[src/rtl/encrypt_pkg.sv]
// Shared constants and types for the ARC4 encrypt/crack blocks.
package encrypt_pkg;

  // Printable ASCII window used to judge plaintext readability.
  localparam logic [7:0] PrintLo = 8'h20;
  localparam logic [7:0] PrintHi = 8'h7E;

  typedef enum logic [3:0] {
    StIdle,
    StInit,
    StKsaRdI,
    StKsaRdJ,
    StKsaWrI,
    StKsaWrJ,
    StWriteLen,
    StPrgaRdI,
    StPrgaRdJ,
    StPrgaWrI,
    StPrgaWrJ,
    StPrgaRdPad,
    StPrgaWrCt,
    StDone
  } state_e;

  function automatic logic is_printable(input logic [7:0] b);
    return (b >= PrintLo) && (b <= PrintHi);
  endfunction

endpackage

[src/rtl/encrypt_if.sv]
// Handshake plus plaintext/ciphertext memory bus for the encrypt block.
interface encrypt_if;
  logic        en;
  logic        rdy;
  logic [23:0] key;
  logic [7:0]  pt_addr;
  logic [7:0]  pt_rddata;
  logic [7:0]  ct_addr;
  logic [7:0]  ct_wrdata;
  logic        ct_wren;
  logic        pt_ok;

  // Requester side: starts runs and owns the external memories.
  modport master (
    output en, key, pt_rddata,
    input  rdy, pt_addr, ct_addr, ct_wrdata, ct_wren, pt_ok
  );

  // Encrypt side.
  modport slave (
    input  en, key, pt_rddata,
    output rdy, pt_addr, ct_addr, ct_wrdata, ct_wren, pt_ok
  );
endinterface

[src/rtl/encrypt_s_mem.sv]
// 256x8 single-port S-box RAM with registered (synchronous) read.
module encrypt_s_mem (
  input  logic       clk_i,
  input  logic [7:0] addr_i,
  input  logic [7:0] wdata_i,
  input  logic       we_i,
  output logic [7:0] rdata_o
);

  logic [7:0] mem_q [256];
  logic [7:0] rdata_q;

  // Write-enable store; read returns the pre-write contents of addr_i.
  always_ff @(posedge clk_i) begin
    if (we_i) mem_q[addr_i] <= wdata_i;
    rdata_q <= mem_q[addr_i];
  end

  assign rdata_o = rdata_q;

endmodule

[src/rtl/encrypt.sv]
// ARC4 encryptor: length-prefixed plaintext in, length-prefixed ciphertext out.
module encrypt
  import encrypt_pkg::*;
(
  input  logic clk,
  input  logic rst_n,
  encrypt_if.slave bus
);

  state_e      state_q, state_d;
  logic [7:0]  i_q, i_d;
  logic [7:0]  j_q, j_d;
  logic [8:0]  k_q, k_d;
  logic [1:0]  km_q, km_d;
  logic [23:0] key_q, key_d;
  logic [7:0]  len_q, len_d;
  logic [7:0]  si_q, si_d;
  logic [7:0]  sj_q, sj_d;
  logic        pt_ok_q, pt_ok_d;

  logic [7:0]  s_addr, s_wdata, s_rdata;
  logic        s_we;
  logic [7:0]  pt_addr, ct_addr, ct_wrdata;
  logic        ct_wren, rdy;

  logic [7:0]  key_byte, ksa_j, prga_j, pad_addr, i_inc;

  encrypt_s_mem s_mem (
    .clk_i   (clk),
    .addr_i  (s_addr),
    .wdata_i (s_wdata),
    .we_i    (s_we),
    .rdata_o (s_rdata)
  );

  // Key byte for i mod 3, tracked by a wrapping 0..2 counter.
  always_comb begin
    case (km_q)
      2'd0:    key_byte = key_q[23:16];
      2'd1:    key_byte = key_q[15:8];
      default: key_byte = key_q[7:0];
    endcase
  end

  assign ksa_j    = j_q + s_rdata + key_byte;
  assign prga_j   = j_q + s_rdata;
  assign pad_addr = si_q + sj_q;
  assign i_inc    = i_q + 8'd1;

  // Next-state and output decode for the INIT/KSA/PRGA sequence.
  always_comb begin
    state_d   = state_q;
    i_d       = i_q;
    j_d       = j_q;
    k_d       = k_q;
    km_d      = km_q;
    key_d     = key_q;
    len_d     = len_q;
    si_d      = si_q;
    sj_d      = sj_q;
    pt_ok_d   = pt_ok_q;
    s_addr    = i_q;
    s_wdata   = 8'h00;
    s_we      = 1'b0;
    pt_addr   = 8'h00;
    ct_addr   = 8'h00;
    ct_wrdata = 8'h00;
    ct_wren   = 1'b0;
    rdy       = 1'b0;

    case (state_q)
      StIdle: begin
        rdy = 1'b1;
        if (bus.en) begin
          key_d   = bus.key;
          i_d     = 8'h00;
          pt_ok_d = 1'b0;
          state_d = StInit;
        end
      end
      StInit: begin
        s_addr  = i_q;
        s_wdata = i_q;
        s_we    = 1'b1;
        i_d     = i_inc;
        if (i_q == 8'hFF) begin
          j_d     = 8'h00;
          km_d    = 2'd0;
          state_d = StKsaRdI;
        end
      end
      StKsaRdI: begin
        s_addr  = i_q;
        state_d = StKsaRdJ;
      end
      StKsaRdJ: begin
        si_d    = s_rdata;
        j_d     = ksa_j;
        s_addr  = ksa_j;
        state_d = StKsaWrI;
      end
      StKsaWrI: begin
        s_addr  = i_q;
        s_wdata = s_rdata;
        s_we    = 1'b1;
        state_d = StKsaWrJ;
      end
      StKsaWrJ: begin
        // When i == j this rewrites the original S[i], leaving S unchanged.
        s_addr  = j_q;
        s_wdata = si_q;
        s_we    = 1'b1;
        i_d     = i_inc;
        km_d    = (km_q == 2'd2) ? 2'd0 : km_q + 2'd1;
        state_d = (i_q == 8'hFF) ? StWriteLen : StKsaRdI;
      end
      StWriteLen: begin
        // pt_addr has sat at 0 throughout KSA, so pt_rddata holds the length.
        ct_addr   = 8'h00;
        ct_wrdata = bus.pt_rddata;
        ct_wren   = 1'b1;
        len_d     = bus.pt_rddata;
        pt_ok_d   = 1'b1;
        i_d       = 8'h00;
        j_d       = 8'h00;
        k_d       = 9'd1;
        state_d   = (bus.pt_rddata == 8'h00) ? StDone : StPrgaRdI;
      end
      StPrgaRdI: begin
        i_d     = i_inc;
        s_addr  = i_inc;
        state_d = StPrgaRdJ;
      end
      StPrgaRdJ: begin
        si_d    = s_rdata;
        j_d     = prga_j;
        s_addr  = prga_j;
        state_d = StPrgaWrI;
      end
      StPrgaWrI: begin
        sj_d    = s_rdata;
        s_addr  = i_q;
        s_wdata = s_rdata;
        s_we    = 1'b1;
        state_d = StPrgaWrJ;
      end
      StPrgaWrJ: begin
        s_addr  = j_q;
        s_wdata = si_q;
        s_we    = 1'b1;
        state_d = StPrgaRdPad;
      end
      StPrgaRdPad: begin
        s_addr  = pad_addr;
        pt_addr = k_q[7:0];
        state_d = StPrgaWrCt;
      end
      StPrgaWrCt: begin
        ct_addr   = k_q[7:0];
        ct_wrdata = bus.pt_rddata ^ s_rdata;
        ct_wren   = 1'b1;
        if (!is_printable(bus.pt_rddata)) pt_ok_d = 1'b0;
        k_d       = k_q + 9'd1;
        state_d   = (k_q == {1'b0, len_q}) ? StDone : StPrgaRdI;
      end
      StDone: begin
        state_d = StIdle;
      end
      default: begin
        state_d = StIdle;
      end
    endcase
  end

  // State registers with synchronous active-low reset.
  always_ff @(posedge clk) begin
    if (!rst_n) begin
      state_q <= StIdle;
      i_q     <= 8'h00;
      j_q     <= 8'h00;
      k_q     <= 9'd0;
      km_q    <= 2'd0;
      key_q   <= 24'h0;
      len_q   <= 8'h00;
      si_q    <= 8'h00;
      sj_q    <= 8'h00;
      pt_ok_q <= 1'b0;
    end else begin
      state_q <= state_d;
      i_q     <= i_d;
      j_q     <= j_d;
      k_q     <= k_d;
      km_q    <= km_d;
      key_q   <= key_d;
      len_q   <= len_d;
      si_q    <= si_d;
      sj_q    <= sj_d;
      pt_ok_q <= pt_ok_d;
    end
  end

  assign bus.rdy       = rdy;
  assign bus.pt_addr   = pt_addr;
  assign bus.ct_addr   = ct_addr;
  assign bus.ct_wrdata = ct_wrdata;
  assign bus.ct_wren   = ct_wren;
  assign bus.pt_ok     = pt_ok_q;

endmodule

[src/flat_wrapper.sv]
// flat-port wrapper written by rule: the top's interface ports become plain ports
module encrypt_flat import encrypt_pkg::*;
  (clk, rst_n, bus_en, bus_key, bus_pt_rddata, bus_rdy, bus_pt_addr, bus_ct_addr, bus_ct_wrdata, bus_ct_wren, bus_pt_ok);
  encrypt_if bus_i ();
  input  logic clk;
  input  logic rst_n;
  input wire logic [$bits(bus_i.en)-1:0] bus_en;
  input wire logic [$bits(bus_i.key)-1:0] bus_key;
  input wire logic [$bits(bus_i.pt_rddata)-1:0] bus_pt_rddata;
  output wire logic [$bits(bus_i.rdy)-1:0] bus_rdy;
  output wire logic [$bits(bus_i.pt_addr)-1:0] bus_pt_addr;
  output wire logic [$bits(bus_i.ct_addr)-1:0] bus_ct_addr;
  output wire logic [$bits(bus_i.ct_wrdata)-1:0] bus_ct_wrdata;
  output wire logic [$bits(bus_i.ct_wren)-1:0] bus_ct_wren;
  output wire logic [$bits(bus_i.pt_ok)-1:0] bus_pt_ok;
  assign bus_i.en = bus_en;
  assign bus_i.key = bus_key;
  assign bus_i.pt_rddata = bus_pt_rddata;
  assign bus_rdy = bus_i.rdy;
  assign bus_pt_addr = bus_i.pt_addr;
  assign bus_ct_addr = bus_i.ct_addr;
  assign bus_ct_wrdata = bus_i.ct_wrdata;
  assign bus_ct_wren = bus_i.ct_wren;
  assign bus_pt_ok = bus_i.pt_ok;
  encrypt u_core (.clk(clk), .rst_n(rst_n), .bus(bus_i));
endmodule
[config.mk]
export PLATFORM = sky130hd
export DESIGN_NAME = encrypt_flat
export DESIGN_NICKNAME = d
export VERILOG_FILES = /design/src/rtl/encrypt_pkg.sv /design/src/rtl/encrypt_if.sv /design/src/rtl/encrypt_s_mem.sv /design/src/rtl/encrypt.sv /design/src/flat_wrapper.sv
export SDC_FILE = /design/constraint.sdc
export NUM_CORES = 2
export LEC_CHECK = 0
export CORE_MARGIN = 2
export CORE_UTILIZATION = 30
export CTS_BUF_LIST = sky130_fd_sc_hd__clkbuf_4 sky130_fd_sc_hd__clkbuf_8
export CTS_CLUSTER_SIZE = 8
export DETAILED_ROUTE_END_ITERATION = 12
export GPL_ROUTABILITY_DRIVEN = 1
export SETUP_SLACK_MARGIN = 0.02
export SLEW_MARGIN = 0
export SYNTH_ARGS = -nofsm -noshare
export SYNTH_HDL_FRONTEND = slang
export SYNTH_HIERARCHICAL = 1
export SYNTH_SLANG_ARGS = --single-unit
[constraint.sdc]
create_clock -name clk -period 5.05 [get_ports clk]
set_clock_uncertainty 0.05 [all_clocks]
set_input_delay 1.2625 -clock clk [delete_from_list [all_inputs] [get_ports clk]]
set_output_delay 1.2625 -clock clk [all_outputs]
set_load 0.01 [all_outputs]
==> results.yml <==
timing:
  worst_slack_ns: 0.135
  tightestPinTransition_ns: 1.10
  hold_slack_ns: 0.402
  relSlewSlack: 0.267
  hold_violations: 0
  timing.final.crit_share: 0.973
  report.final.slew_viol_count: 0
  rsz0062_at_grt: "yes"
  setup-violations-final: 0
  fmaxAchievable_ghz: 0.203
  post-route-min-period_ns: 4.91
power:
  combPwrFrac: 0.075
  internal_power_w: 0.0281
  power_density_nw_per_um2: 361
  pwr-share-clk: 0.391
  ir_drop_uv: 245
  swShare: 0.223
  p_sw_w: 0.00809
  p_seq_frac: 0.534
  power_leakage_nw: 30.1
final_layout:
  fin_util: 0.360
  ff_latch_area_um2: 63300
  drive_gt1_frac: 0.336
  multi_input_area_um2: 19900
  area_delta_synth_final_pct: 19.6
  nets: 5073
  fillerInstances: 25900
placed_design:
  place.gp.congestion: 0.848
  place_ws_ns: -0.513
  port_buffers: 61
  dp_hpwl_um: 135000
hold_path:
  worstHoldStart: "u_core/key_q[21]"
  min_path_type: "reg -> reg"
worst_setup_path:
  crit_path_end_kind: "register"
  crit_required_ns: 5.74
  crit_path_start: "u_core/s_mem/rdata_o[0]"
  cp-start-kind: "register"
  path_max_fanout: 51
  crit_type: "reg -> reg"
  r2r-start: "u_core/s_mem/rdata_o[0]"
  cp.arrival_ns: 5.61
grt:
  grt_pass1_vias: 45800
  grt_max_degree: 141
  gr-usage-all-layers: 0.149
  grt_pass1_wl_um: 317000
  grt-ovfl-total: 0
  antenna_found_initial: 4
cts:
  cts-root-buf: "clkbuf_8"
  htree_levels: 5
  cts_tree: "built"
  cts_sinks: 2136
  cts_hold_buffers: 0
  clock_path_buffers: 4
  cts_buffers: 357
  clkLatencyLatePin_ns: 1.09
  clk_pin_slew_ns: 0.06
floorplan:
  die_y_um: 533
  die_area_um2: 284000
  io_pins: 62
  rows: 194
  initial_core_util: 0.301
  core_area_um2: 279000
  die_w_um: 533
synthesis:
  syn_avg_cell_area_um2: 19.7
  synth_edf_count: 2048
  yosysWarnings: 6
  syn-instance-count: 4264
  netlist_area_um2: 84100
  synth_seq_area_share: 0.753
  ys_seq_elements: 2136
  ys.flop_type: "edfxtp_1"
  asyncSetResetFlopFracSynth: 0
  synth_fp_nets: 4325
  ys_types: 71
route:
  firstDrtPassIters: 8
  post_drt_wl_per_cell_um: 24.1
  ant_nets: 0
  num_vias: 44900
  drc_errors: 0
  drtIter0Drc: 5076
  routed_wl_um: 216000
  viasPerCell: 5.02
job:
  cap_violations: 0
outcome:
  outcome: "finished clean"
## layout make-up
type / count / share of cell area
Antenna cell: 5 / 0.000124
Multi-Input combinational cell: 1832 / 0.198
Sequential cell: 2136 / 0.629
Clock inverter: 85 / 0.00441
Tap cell: 3724 / 0.0464
Inverter: 17 / 0.00123
Clock buffer: 484 / 0.0591
Timing Repair Buffer: 668 / 0.0609
## worst paths after layout
| kind | end | slack (ns) | cells after the start |
|---|---|---|---|
| worst max-delay path | u_core/s_mem/rdata_o[1] | 0.14 | 13 |
| worst min-delay path | u_core/key_q[21] | 0.40 | 2 |
| worst max register to register | u_core/s_mem/rdata_o[1] | 0.14 | 13 |
| worst min register to register | u_core/key_q[21] | 0.40 | 2 |
## state kept, by name, summed over array words and instances (netlist names)
| register | cells |
|---|---|
| u_core/s_mem/rdata_o | 8 |
| u_core/j_q | 8 |
| u_core/i_q | 8 |
| u_core/bus.pt_ok | 1 |
| u_core/km_q | 2 |
| u_core/len_q | 8 |
| u_core/si_q | 8 |
| u_core/sj_q | 8 |
| u_core/state_q | 4 |
| u_core/s_mem/mem_q | 2048 |
| u_core/k_q | 9 |
| u_core/key_q | 24 |
## critical path, cell delays in order, from the launching register on
cell     delay, ns
dfxtp_2       0.33
ha_4          0.17
fa_2          0.62
fa_1          0.45
a22oi_2       0.23
nand4_1       0.25
buf_12        0.24
buf_12        0.19
buf_4         0.28
mux4_2        0.35
a22oi_1       0.25
a21oi_1       0.20
o41ai_2       0.53
nand4_1       0.41
## Yosys cell counts (6+ instances only)
cell type / count / share of area
xnor2_1: 16 / 0.0017
buf_2: 49 / 0.0029
a21boi_1: 31 / 0.0028
o41ai_1: 33 / 0.0034
a22oi_1: 266 / 0.024
nor2b_1: 36 / 0.0027
xor2_1: 10 / 0.0010
a21o_1: 6 / 0.00054
buf_1: 21 / 0.00094
nand2b_1: 14 / 0.0010
and3_1: 7 / 0.00052
buf_6: 16 / 0.0021
inv_1: 17 / 0.00076
nor3_1: 35 / 0.0021
nand3_1: 31 / 0.0018
o21ai_1: 10 / 0.00060
o21ai_0: 41 / 0.0024
ha_1: 23 / 0.0034
a21oi_1: 151 / 0.0090
a31oi_1: 8 / 0.00060
buf_4: 20 / 0.0018
and2_1: 28 / 0.0021
a21boi_0: 21 / 0.0019
edfxtp_1: 2048 / 0.73
nand2_1: 162 / 0.0072
mux2i_1: 21 / 0.0025
a222oi_1: 10 / 0.0012
nor2_1: 266 / 0.012
mux4_2: 512 / 0.14
nand4_1: 13 / 0.00097
clkbuf_1: 173 / 0.0077
dfxtp_1: 88 / 0.021
## routing by layer
metal  track usage  routed length, um
met5             0                 13
met4        0.0485               6050
met3        0.0289              16800
met1         0.203              89800
met2         0.241             103000
## power groups by stage
stage / Combinational, W / Sequential, W / Clock (W)
2_1_floorplan: 0.00165 / 0.0197 / 0
3_3_place_gp: 0.00263 / 0.0197 / 0
3_5_place_dp: 0.00265 / 0.0197 / 0
4_1_cts: 0.00267 / 0.0193 / 0.0145
5_1_grt: 0.00287 / 0.0193 / 0.0153
6_report: 0.00270 / 0.0194 / 0.0142
## cell usage in the layout, fill, tap and decap left out, types with 44 or more instances in the layout
cell / instances
nor2_1: 221
nand2_1: 161
mux4_2: 512
nor2_2: 44
a22oi_1: 264
clkdlybuf4s50_1: 60
buf_12: 65
buf_4: 513
clkbuf_8: 368
a21oi_1: 145
dfxtp_1: 86
clkinv_1: 59
edfxtp_1: 2048
clkbuf_4: 116
## kinds of logic (layout without fill, tap and decap cells)
family | Yosys count | after routing | synth area share
adder cells (fa/ha/maj) | 26 | 26 | 0.00414
buffers and inverters | 296 | 1254 | 0.0163
other | 0 | 5 | 0
multiplexers | 537 | 537 | 0.140
AND/OR/NAND/NOR | 623 | 623 | 0.0335
flip-flops | 2136 | 2136 | 0.753
XOR/XNOR | 26 | 26 | 0.00271
AO/OA/AOI/OAI | 620 | 620 | 0.0506
## metrics by stage
step / cells / TNS, ns / total power [W] / instance area [um2]
3_5_place_dp: 8366 / -6.37 / 0.0224 / 93400
3_3_place_gp: 8366 / -8.42 / 0.0223 / 93400
2_1_floorplan: 4264 / 0 / 0.0214 / 84100
6_report: 8951 / 0 / 0.0362 / 100000
4_1_cts: 8938 / 0 / 0.0365 / 99900
5_1_grt: 8949 / -1.15 / 0.0375 / 100000
## repair_timing
action                                  4_1_cts  5_1_grt
resized for setup                            24      115
pin swaps                                     3       23
endpoints found under the hold margin         0        0
buffers inserted                              3        6
endpoints found under the setup margin      128     2064
cloned                                        0        2
Power figures use the tool's default switching activity.
